## src/rtl/sram_arb.sv

```systemverilog
// Round-robin arbiter multiplexing NUM_PORTS requesters onto one SRAM port.
// Combinational grant; in-flight reads are tracked to return rvalid/rdata.
module sram_arb #(
  parameter int NUM_PORTS  = 2,
  parameter int DATA_WIDTH = 64,
  parameter int NUM_WORDS  = 1024,
  parameter int OUT_REGS   = 0,
  localparam int AW = $clog2(NUM_WORDS),
  localparam int BW = (DATA_WIDTH + 7) / 8
) (
  input  logic                                 clk_i,
  input  logic                                 rst_i,
  input  logic [NUM_PORTS-1:0]                 req_i,
  output logic [NUM_PORTS-1:0]                 gnt_o,
  input  logic [NUM_PORTS-1:0]                 we_i,
  input  logic [NUM_PORTS-1:0][AW-1:0]         addr_i,
  input  logic [NUM_PORTS-1:0][DATA_WIDTH-1:0] wdata_i,
  input  logic [NUM_PORTS-1:0][BW-1:0]         be_i,
  output logic [NUM_PORTS-1:0]                 rvalid_o,
  output logic [NUM_PORTS-1:0][DATA_WIDTH-1:0] rdata_o,
  output logic                                 sram_req_o,
  output logic                                 sram_we_o,
  output logic [AW-1:0]                        sram_addr_o,
  output logic [DATA_WIDTH-1:0]                sram_wdata_o,
  output logic [BW-1:0]                        sram_be_o,
  input  logic [DATA_WIDTH-1:0]                sram_rdata_i
);

  localparam int PW = $clog2(NUM_PORTS);
  localparam int RL = 1 + OUT_REGS;

  if (NUM_PORTS < 2 || NUM_PORTS > 8) begin : g_bad_ports
    $error("sram_arb: NUM_PORTS must be 2..8");
  end
  if (OUT_REGS < 0 || OUT_REGS > 1) begin : g_bad_oregs
    $error("sram_arb: OUT_REGS must be 0 or 1");
  end

  logic [PW-1:0]         ptr_q;
  logic [PW-1:0]         win;
  logic [PW-1:0]         cand;
  logic                  found;
  logic                  hit;
  logic [RL-1:0]         rv_q;
  logic [RL-1:0][PW-1:0] rp_q;

  // First requester at or after ptr, wrapping around.
  always_comb begin
    win   = '0;
    cand  = '0;
    found = 1'b0;
    for (int i = 0; i < NUM_PORTS; i++) begin
      cand = PW'((int'(ptr_q) + i) % NUM_PORTS);
      if (!found && req_i[cand]) begin
        found = 1'b1;
        win   = cand;
      end
    end
  end

  assign hit = found & ~rst_i;

  always_comb begin
    gnt_o = '0;
    if (hit) gnt_o[win] = 1'b1;
  end

  always_comb begin
    sram_req_o   = hit;
    sram_we_o    = 1'b0;
    sram_addr_o  = '0;
    sram_wdata_o = '0;
    sram_be_o    = '0;
    if (hit) begin
      sram_we_o    = we_i[win];
      sram_addr_o  = addr_i[win];
      sram_wdata_o = wdata_i[win];
      sram_be_o    = be_i[win];
    end
  end

  always_ff @(posedge clk_i) begin
    if (rst_i) begin
      ptr_q <= '0;
    end else if (hit) begin
      ptr_q <= (win == PW'(NUM_PORTS - 1)) ? '0 : win + 1'b1;
    end
  end

  // Read-return pipeline: one stage per cycle of SRAM latency.
  always_ff @(posedge clk_i) begin
    if (rst_i) begin
      rv_q <= '0;
      rp_q <= '0;
    end else begin
      rv_q[0] <= hit & ~we_i[win];
      rp_q[0] <= win;
      for (int i = 1; i < RL; i++) begin
        rv_q[i] <= rv_q[i-1];
        rp_q[i] <= rp_q[i-1];
      end
    end
  end

  always_comb begin
    rvalid_o = '0;
    if (rv_q[RL-1] && !rst_i) rvalid_o[rp_q[RL-1]] = 1'b1;
  end

  always_comb begin
    rdata_o = '0;
    for (int p = 0; p < NUM_PORTS; p++) begin
      if (rvalid_o[p]) rdata_o[p] = sram_rdata_i;
    end
  end

endmodule

```

## config.mk

```make
export PLATFORM = sky130hd
export DESIGN_NAME = sram_arb
export DESIGN_NICKNAME = d
export VERILOG_FILES = /design/src/rtl/sram_arb.sv
export SDC_FILE = /design/constraint.sdc
export NUM_CORES = 1
export LEC_CHECK = 0
export ABC_CLOCK_PERIOD_IN_PS = 2600
export CAP_MARGIN = 10
export CORE_AREA = 5 5 171 173
export CTS_BUF_LIST = sky130_fd_sc_hd__clkbuf_4
export CTS_CLUSTER_DIAMETER = 50
export DETAILED_ROUTE_END_ITERATION = 12
export DIE_AREA = 0 0 176 178
export PLACE_DENSITY_LB_ADDON = 0.3
export SYNTH_ARGS = -nofsm -noshare
export SYNTH_HDL_FRONTEND = slang
export SYNTH_SLANG_ARGS = --single-unit
```

## constraint.sdc

```tcl
create_clock -name clk_i -period 2.6 [get_ports clk_i]
set_input_delay 0.39 -clock clk_i [delete_from_list [all_inputs] [get_ports clk_i]]
set_output_delay 0.39 -clock clk_i [all_outputs]
set_load 0.02 [all_outputs]
```

==> flow_metrics.tcl <==
set metrics [dict create \
    status "finished, final reports clean" \
    path_clk_slew_ps 50 \
    internal-power_mw 0.7281 \
    p_sw_mw 0.5498 \
    synth_compound_area_frac 0.3430 \
    drt-met1-wl_microns 7496 \
    cap_violations 0 \
    grt_max_degree 91 \
    dr.pass1.iters 4 \
    combinationalPowerShare 0.877 \
    die_h_microns 178 \
    synth_top_family_by_area "simple AND/OR/NAND/NOR gates" \
    cts_buffer_depth 2 \
    synth-adder-area-share 0 \
    htreeDepth 1 \
    initial_core_util 0.07992 \
    setup_viol 0 \
    cts_tree "yes" \
    hold_ws_ps 559.0 \
    synth_mux_area_frac 0 \
    power_mw 1.278 \
    r2r_setup_slack_ps 1410 \
    grt_pass1_vias 4811 \
    die_w_microns 176 \
    worstSetupEndpointType "output port" \
    routedWlPerCell_microns 16.61 \
    drive_gt1_frac 0.05760 \
    cp.arrival_ps 2110 \
    cts_buffers 3 \
    hold-path-endpoint "ptr_q" \
    max_stage_delay_ps 640 \
    min_period_over_period 0.9631 \
    hold_path.class "flop to flop" \
    layout_commonest_cell "clkdlybuf4s50_1" \
    worstRegToRegCells 4 \
    vdd_drop_max_mv 0.08951 \
    dp_hpwl_microns 16790 \
    syn-num-nets 672 \
    rsz0062_at_grt "false" \
    fin_setup_tns_ps 0 \
    synth_xor_area_frac 0 \
    ys_ff_latch 3 \
    path_class "primary input to output port" \
    row_count 61 \
    vias 4821 \
    switching_share 0.4302 \
    yosysUniqueCellTypes 15 \
    finalHoldViolCount 0 \
    synth_simple_gate_area_frac 0.4986 \
    yosysWarnings 0 \
    viasPerCell 3.965 \
    cp.buffers_inverters 4 \
    cp-start-kind "primary input" \
    fin_ws_ps 95.99 \
    drv_slew 0 \
    path_cells "clkdlybuf4s50_1, buf_4, nand2b_2, buf_4, nand2_1, nor2_1, clkdlybuf4s50_1" \
    pwr-share-clk 0.076 \
    pre_cts_ws_ps -118.9 \
    nNetsFinal 1103 \
    grt_overflow 0 \
    r2r-start "ptr_q" \
    min_from "ptr_q" \
    seq_power_share 0.047 \
    drcViolationCount 0 \
    slew_headroom 0.6518 \
    cp_data_required_time_ps 2210 \
    slowest_stage "clkdlybuf4s50_1" \
    whs_path_depth 1 \
    crit_family "buffers and inverters" \
    n_fill_cell 3088 \
    yosysSeqAreaShare 0.02735 \
    path_max_fanout 3 \
    startpoint "req_i[0]" \
    initialDrtViolationCount 154 \
    ant_nets 0 \
    timing.final.crit_period_ps 2504 \
    ctsResizeCount 74 \
    post_cts_buffers 0 \
    port_buffers 449 \
    dieArea_sq_mm 0.03133 \
    grtUsageTotal 0.1139 \
    top_layer_used "met5" \
    clock_sinks 3 \
    postCtsHoldBufs 0 \
    dr_wl_met2_microns 10300 \
    power_density_mw_per_mm2 175.8 \
    postLayoutCoreUtil 0.2645 \
    antenna_found_initial 3 \
    area_delta_synth_final_pct 231.0 \
    finClkSkew_ps 10.49 \
    grt_pass1_wl_microns 28360 \
    r2r-end "rv_q" \
    syn_area_sq_mm 0.002196 \
    gp_congestion 0.7690 \
    fmax_mhz 399.4 \
    worst_slew_pin_slew_ps 522.3 \
    mostFrequentLayoutCells "clkdlybuf4s50_1 (363), nor2_1 (219), a32oi_1 (83)" \
    dr_wl_met3_microns 2154 \
    ioPinCount 450 \
    wl_microns 20200 \
    core_sq_mm 0.02748 \
    clock_latency_ps 240 \
    synthCells 438 \
    leakage_nw 2.885 \
    syn_avg_cell_area_sq_um 5.013 \
    cts_root_buf "clkbuf_4" \
]
## power by group through the flow
stage	combinational, mW	sequential [mW]	clock (mW)
2_1_floorplan	0.446	0.0518	0
3_5_place_dp	1.19	0.0626	0
6_report	1.12	0.0605	0.0967
5_1_grt	1.21	0.0621	0.109
4_1_cts	1.14	0.0618	0.103
3_3_place_gp	1.19	0.0623	0
## worst max path at each step
stage,endpoint,cells after the start
5_1_grt,gnt_o[1],7
3_3_place_gp,sram_wdata_o[40],7
6_report,gnt_o[1],7
2_1_floorplan,sram_wdata_o[36],6
3_5_place_dp,sram_wdata_o[2],7
4_1_cts,sram_wdata_o[17],7
## worst reg2reg max path, delay by kind of cell (launching register included)
family	cells	cell delay (ps)
buffers and inverters	1	140
and+or+nand+nor	2	320
AOI/OAI and AO/OA	1	220
DFF	1	410
## cells by family after synthesis
kind of cell | Yosys count
AOI/OAI and AO/OA | 86
buffers and inverters | 60
and+or+nand+nor | 289
DFF | 3
## flip-flops by register name (all words and copies together), names as in the netlist
register / count
ptr_q: 1
rp_q: 1
rv_q: 1
## per-stage QoR
stage                     std cells  area [sq um]
after CTS                      1214          7246
final                          1216          7268
after global placement         1210          7308
after global routing           1216          7268
after detailed placement       1210          7308
after floorplan                 438          2196
## routing by layer
| metal | vias up | global-route usage |
|---|---|---|
| met3 | 12 | 0.03773 |
| met5 | - | 0 |
| met2 | 294 | 0.2177 |
| li1 | 2376 | - |
| met1 | 2137 | 0.1250 |
| met4 | 2 | 0.01624 |
## cell type report
cell class              instances  area (sq um)  area share
diodes                          2         5.005   0.0006886
multi-input cells             375          1861      0.2560
repair buffers                485          4875      0.6707
well taps                     346         432.9     0.05956
inverters                       1         3.754   0.0005164
clock buffers                   4         30.03    0.004132
flip-flops and latches          3         61.31    0.008435
## cell usage after synthesis (all sizes together)
library cell | instances | area [sq um]
a211oi | 1 | 7.510
or2 | 1 | 6.260
clkbuf | 24 | 90.09
o31ai | 1 | 7.510
nor2b | 1 | 6.260
a32oi | 83 | 727.0
nand2b | 2 | 12.51
a21boi | 1 | 11.26
dfxtp | 3 | 60.06
inv | 1 | 3.750
nand2 | 66 | 247.7
nor2 | 219 | 822.0
buf | 35 | 193.9
(Power assumes the default switching activity.)
